===== config.mk =====
export PLATFORM = sky130hd
export DESIGN_NAME = relu_stage
export DESIGN_NICKNAME = d
export VERILOG_FILES = /design/src/rtl/relu_stage_pkg.sv /design/src/rtl/relu_elem.sv /design/src/rtl/relu_stage.sv
export SDC_FILE = /design/constraint.sdc
export NUM_CORES = 2
export LEC_CHECK = 0
export BUFFER_PORTS_ARGS = -buffer_cell sky130_fd_sc_hd__buf_4
export CAP_MARGIN = 20
export CORE_AREA = 2 2 598 600
export CTS_CLUSTER_DIAMETER = 30
export DETAILED_ROUTE_END_ITERATION = 12
export DIE_AREA = 0 0 600 602
export PLACE_DENSITY = 0.31
export REMOVE_ABC_BUFFERS = 1
export SLEW_MARGIN = 20
export SYNTH_ARGS = -nofsm -noshare
export SYNTH_HDL_FRONTEND = slang
export SYNTH_HIERARCHICAL = 1
export SYNTH_SLANG_ARGS = --single-unit

===== constraint.sdc =====
create_clock -name clk -period 3.6 [get_ports clk]
set_input_delay 0.36 -clock clk [delete_from_list [all_inputs] [get_ports clk]]
set_output_delay 0.36 -clock clk [all_outputs]
set_load 0.05 [all_outputs]

===== src/rtl/relu_stage_pkg.sv =====
// Shared types and helpers for the serial ReLU stage: FSM state encoding and sizing helper.
package relu_stage_pkg;

    typedef enum logic [1:0] {
        ST_IDLE = 2'd0,
        ST_RUN  = 2'd1,
        ST_DONE = 2'd2
    } state_e;

    // $clog2 clamped to at least one bit so degenerate sizes still give legal vectors.
    function automatic int unsigned clog2_min1(input int unsigned n);
        return (n > 1) ? $clog2(n) : 1;
    endfunction

endpackage


===== src/rtl/relu_elem.sv =====
// Single-element ReLU on raw IEEE-754 bits: any set sign bit (incl. -0, -inf, -NaN) yields zero.
module relu_elem #(
    parameter int unsigned S = 32
) (
    input  logic [S-1:0] in,
    output logic [S-1:0] out
);

    assign out = in[S-1] ? '0 : in;

endmodule


===== src/rtl/relu_stage.sv =====
// Serial ReLU over a captured HxW fp32 matrix, one element per clock through a shared relu_elem.
// Optional per-row argmax is enabled by defining RELU_ARGMAX_EN.
module relu_stage
    import relu_stage_pkg::*;
#(
    parameter  int unsigned S  = 32,
    parameter  int unsigned H  = 4,
    parameter  int unsigned W  = 6,
    localparam int unsigned IW = clog2_min1(W)
) (
    input  logic               rst_n,
    input  logic               clk,
    input  logic               start,
    input  logic [H*W*S-1:0]   i,
    output logic [H*W*S-1:0]   o,
    output logic               busy,
    output logic               done,
    output logic [H*IW-1:0]    idx
);

    localparam int unsigned N  = H * W;
    localparam int unsigned KW = $clog2(N + 1);
    localparam int unsigned LW = clog2_min1(N * S);

    state_e             state_q, state_d;
    logic               busy_d, done_d;
    logic               cap_en, step;
    logic [KW-1:0]      k_q;
    logic [N*S-1:0]     cap_q;
    logic [LW-1:0]      elem_lo;
    logic [S-1:0]       relu_y;

    // FSM state and registered handshake outputs
    always_ff @(posedge clk or negedge rst_n) begin
        if (!rst_n) begin
            state_q <= ST_IDLE;
            busy    <= 1'b0;
            done    <= 1'b0;
        end else begin
            state_q <= state_d;
            busy    <= busy_d;
            done    <= done_d;
        end
    end

    always_comb begin
        state_d = state_q;
        busy_d  = busy;
        done_d  = 1'b0;
        cap_en  = 1'b0;
        step    = 1'b0;
        case (state_q)
            ST_IDLE: begin
                if (start) begin
                    cap_en  = 1'b1;
                    busy_d  = 1'b1;
                    state_d = ST_RUN;
                end
            end
            ST_RUN: begin
                step = 1'b1;
                if (k_q == KW'(N - 1)) state_d = ST_DONE;
            end
            ST_DONE: begin
                done_d  = 1'b1;
                busy_d  = 1'b0;
                state_d = ST_IDLE;
            end
            default: state_d = ST_IDLE;
        endcase
    end

    // Element k sits at the k-th slot down from the MSBs
    always_comb begin
        elem_lo = LW'((N - 1 - 32'(k_q)) * S);
    end

    relu_elem #(.S(S)) u_relu_elem (
        .in  (cap_q[elem_lo +: S]),
        .out (relu_y)
    );

    // Capture register, element counter and in-place output slot writes
    always_ff @(posedge clk or negedge rst_n) begin
        if (!rst_n) begin
            k_q   <= '0;
            cap_q <= '0;
            o     <= '0;
        end else if (cap_en) begin
            cap_q <= i;
            k_q   <= '0;
        end else if (step) begin
            o[elem_lo +: S] <= relu_y;
            k_q             <= k_q + KW'(1);
        end
    end

`ifdef RELU_ARGMAX_EN
    localparam int unsigned RW = clog2_min1(H);

    logic [RW-1:0] row_q;
    logic [IW-1:0] col_q;
    logic [S-1:0]  max_q;
    logic [IW-1:0] idx_q [H];

    // Running row max; post-ReLU values are non-negative so unsigned compare orders them
    always_ff @(posedge clk or negedge rst_n) begin
        if (!rst_n) begin
            row_q <= '0;
            col_q <= '0;
            max_q <= '0;
            for (int r = 0; r < int'(H); r++) idx_q[r] <= '0;
        end else if (cap_en) begin
            row_q <= '0;
            col_q <= '0;
        end else if (step) begin
            if (col_q == IW'(0) || relu_y > max_q) begin
                max_q        <= relu_y;
                idx_q[row_q] <= col_q;
            end
            if (col_q == IW'(W - 1)) begin
                col_q <= '0;
                row_q <= row_q + RW'(1);
            end else begin
                col_q <= col_q + IW'(1);
            end
        end
    end

    for (genvar g = 0; g < int'(H); g++) begin : g_idx
        assign idx[(H-g)*IW-1 -: IW] = idx_q[g];
    end
`else
    assign idx = '0;
`endif

endmodule


==> results <==
- The flow ran to the end, and the final reports show no timing, DRC or antenna violations.
- The highest routing layer actually used is met5.
- The signal on the critical path passes through buf_12 -> buf_4 -> mux4_2 -> a22oi_1 -> o211ai_1 -> buf_12 -> buf_4 -> nor2b_4 -> buf_4 -> nand2_1 -> nor2_1 -> mux2_2.
- Across the run, the number of max-cap violations was 0.
- Counting I/O delays and the setup requirement, the final critical path takes 3.51 ns.
- The clock arrives with 0.0814 ns of skew.
- The first global-routing pass estimated 533000 um of wire.
- The routed length on met1 is 155000 um.
- The number of distinct library cell variants in the gate-level netlist after synthesis is 48.
- The max-slew headroom at the worst pin is 21.2%.
- The layout overhead on the synthesized area is 69.4%.
- The floorplan die width is 600 um.
- The element type at the critical path end is a flip-flop.
- The total power after layout is 131 mW.
- The data required time at the worst endpoint is 4.45 ns.
- In this run the cell area measured after placement is 85600 um2.
- Among all flip-flop cells after synthesis, the most frequent one is dfrtp_1.
- The detailed router finished its first iteration with 3173 violations.
- The number of max-slew violations in the final report is 0.
- The total stage count of the critical path is 12.
- The net count of the finished layout is 9561.
- The area of all placed cells without fillers is 111000 um2.
- The worst path buffer plus inverter count is 5.
- Hold is met by 0.0396 ns.
- The floorplan step defined a die boundary enclosing 361000 um2.
- In the synthesized netlist the async set-or-reset flop fraction comes to 100%.
- The setup path with the least slack is of type reg -> reg.
- In the finished design, the share of the clock period the worst path needs comes to 97.6%.
- The highest cell delay on the worst timing path is 0.54 ns.
- Setup repair after global routing could not meet its margin everywhere.
- The startpoint identified for the worst register-to-register timing path is k_q[0].
- Tracing the worst setup path back leads to its startpoint at k_q[0].
- Routability-driven placement finished with a final weighted congestion of 0.827.
- Before CTS, the worst setup slack after placement is -0.409 ns.
- For this design the top-level I/O count stands at 1553.
- Derived from the worst setup path, the maximum achievable clock frequency is 285 MHz.
- The capture point of the critical path is o[609].
- The logic depth of the worst register-to-register path is 12.
- The most common cell type on the critical path is buf_4.
- The total routing resource utilization after global routing is 21.5%.
- The number of setup violations in the final report is 0.
- The number of antenna violations at the first check in global routing is 41.
- Cells with a size suffix above 1 make up 38.8% of the layout.
- The detailed-routing iteration count for the pre-antenna-repair pass is 5.
- The count of state elements after synthesis is 1545.
- The clock network latency to the later pin of the worst-skew pair is 0.98 ns.
- After synthesis the cells add up to 65500 um2.
- In the post-route analysis, the smallest setup slack over all paths is 0.0881 ns.
- The area of the core is 355000 um2.
- The number of I/O port buffers is 1540.
- The transition time of the tightest slew-check pin is 1.18 ns.
- For this block, the via count after detailed routing is 57339.
- Summed over all layers, the routed wires come to 396000 um.
- The CTS tree is built.
- Fill cells in the final layout number 36758.
- In this run the deepest clock path goes through 4 buffers.
- For this run the aggregate overflow at the end of global routing stands at 0.
- The family of cells with the greatest summed delay on the critical path is buffers and inverters.
- Clock-pin slew was measured on the worst setup and hold paths at 0.04 ns.
- In this run the clock root is driven by a clkbuf_16.
- In this run, synthesis inferred 0 flip-flops with an integrated enable.
- The via count of the first global-routing pass is 62748.
- Across all register-to-register paths, the minimum setup slack is 0.09 ns.
- In this run the worst path has a maximum fanout of 14.
- The post-route DRC violation count is 0.
- The worst supply voltage drop on vdd is 0.554 mV.
- Sequential cells were found to cover 59.0% of the synthesized design area.
- The capturing point of the worst reg2reg path is o[609].
- The total of warnings raised by yosys is 6.
- Among all stages on the critical path, the largest delay is contributed by mux4_2.
- Summed over all failing endpoints, the final setup total negative slack is 0 ns.
- Summed over all cells, the static leakage comes to 55.3 nW.
- The number of hold violations in the final report is 0.
- Clock tree synthesis inserted a total of 482 buffers.
- In this run the worst hold path is classified as in -> async.
- The met2 wirelength from detailed routing is 203000 um.
- The floorplan die height is 602 um.
- The clock sink count is 1545.
- Dividing the detail-routed via count by the number of cells gives 4.10.
- In this run the power density over the cells is 1180 nW/um2.
- Entering global routing, the biggest net connects 117 pins.
- The count of nets left with antenna violations once routing finished came out at 0.
- The H-tree depth reported by CTS is 5.
- The routed wire length per instance is 28.4 um.
- In this run the core area contains 219 standard-cell rows.
- The detailed route wirelength on metal3 is 21600 um.
- The mean post-synth cell area is 10.8 um2.
- STA classifies the critical path startpoint as a flip-flop.
- After legalization and detailed placement, the total HPWL measured 298000 um.
- The effective utilization at floorplan is 18.5%.
- STA puts the critical path data arrival time at 4.37 ns.
- The number of instances in the synthesized netlist is 6060.
==> timing repair <==
action	in CTS	in global routing
hold buffers	770	0
endpoints found under the setup margin	185	21
hold endpoints to repair	884	0
resized for setup	7	3
setup buffers	21	2
pin swaps	1	0
==> cell type report <==
type	instances	area (um2)	area share, %
Inverter	69	262	0.236
Clock inverter	235	3390	3.05
Antenna cell	22	55.1	0.0496
Multi-Input combinational cell	4030	25300	22.8
Clock buffer	663	13900	12.5
Tap cell	4751	5940	5.35
Sequential cell	1545	38700	34.8
Timing Repair Buffer	2656	23500	21.2
==> where the power goes <==
group          total (mW)  switching (mW)  internal [mW]  leakage [nW]
sequential           29.9            4.98           24.9          19.9
clock                44.3            13.1           31.2          8.54
combinational        57.1            37.7           19.3          26.8
total                 131            55.8           75.4          55.3
==> cells in the final DEF, fill, tap and decap left out, drive strengths merged, types with 2 or more instances in the layout <==
| cell type | n |
|---|---|
| nand2 | 2533 |
| buf | 1886 |
| dfrtp | 1545 |
| dlygate4sd3 | 770 |
| mux2 | 670 |
| clkbuf | 663 |
| mux4 | 161 |
| clkinv | 152 |
| o21ai | 135 |
| nand3 | 106 |
| nor2 | 102 |
| and3 | 94 |
| inv | 73 |
| mux2i | 63 |
| bufinv | 63 |
| nor2b | 36 |
| a22oi | 32 |
| a221oi | 31 |
| diode | 22 |
| and2 | 18 |
| clkinvlp | 16 |
| conb | 13 |
| ha | 6 |
| nor4 | 3 |
| nand4 | 3 |
| nor3 | 3 |
| xnor2 | 3 |
| a21oi | 2 |
| nand2b | 2 |
| nor3b | 2 |
| or4 | 2 |
==> metrics by stage <==
step                util (%)  std cells
finish                  31.3      13971
global route            31.3      13954
CTS                     31.3      13948
detailed placement      24.1      12259
global placement        24.1      12259
floorplan                  -       5644
==> cell usage after synthesis (2+ instances only) <==
cell type / count / area share, %
a21oi_1: 2 / 0.015
a221oi_1: 31 / 0.41
a22oi_1: 32 / 0.37
and2_1: 18 / 0.17
and3_1: 94 / 0.90
buf_1: 13 / 0.074
buf_2: 105 / 0.80
buf_4: 16 / 0.18
buf_6: 6 / 0.10
clkbuf_1: 287 / 1.6
conb_1: 2 / 0.011
dfrtp_1: 1545 / 59
ha_1: 6 / 0.11
inv_1: 68 / 0.39
mux2_1: 73 / 1.3
mux2_2: 582 / 10
mux2_4: 15 / 0.34
mux2i_1: 63 / 0.96
mux4_2: 161 / 5.5
nand2_1: 2532 / 14
nand2b_1: 2 / 0.019
nand3_1: 106 / 0.81
nand4_1: 2 / 0.019
nor2_1: 102 / 0.58
nor2b_1: 36 / 0.34
nor3_1: 2 / 0.015
nor3b_1: 2 / 0.023
nor4_4: 2 / 0.065
o21ai_0: 135 / 1.0
or4_1: 2 / 0.023
==> worst min-delay path by stage <==
stage | from | to
final | rst_n | o[432]
after global routing | rst_n | o[432]
after CTS | i[598] | cap_q[598]
after detailed placement | cap_q[660] | cap_q[660]
after global placement | cap_q[436] | cap_q[436]
after floorplan | rst_n | busy
==> state kept, by name, summed over array words and instances (netlist names) <==
name and cells:
busy 1, cap_q 768, done 1, k_q 5, o 768, state_q 2
==> logic make-up (layout without fill, tap and decap cells) <==
logic type | after synthesis | in the layout | synth area share (%)
AOI/OAI and AO/OA | 205 | 205 | 1.90
xor gates and xnor gates | 4 | 4 | 0.105
adders and majority gates | 6 | 6 | 0.115
buffers and inverters | 496 | 3623 | 3.20
DFF | 1545 | 1545 | 59.0
muxes | 894 | 894 | 18.1
other | 2 | 35 | 0.0115
and+or+nand+nor | 2908 | 2908 | 17.6
==> per-layer routing <==
metal	track usage, %	vias to the layer above
met4	8.31	6
met3	4.51	568
met5	0	-
met1	24.7	29452
li1	-	25597
met2	38.5	1716
(Power assumes the default switching activity.)
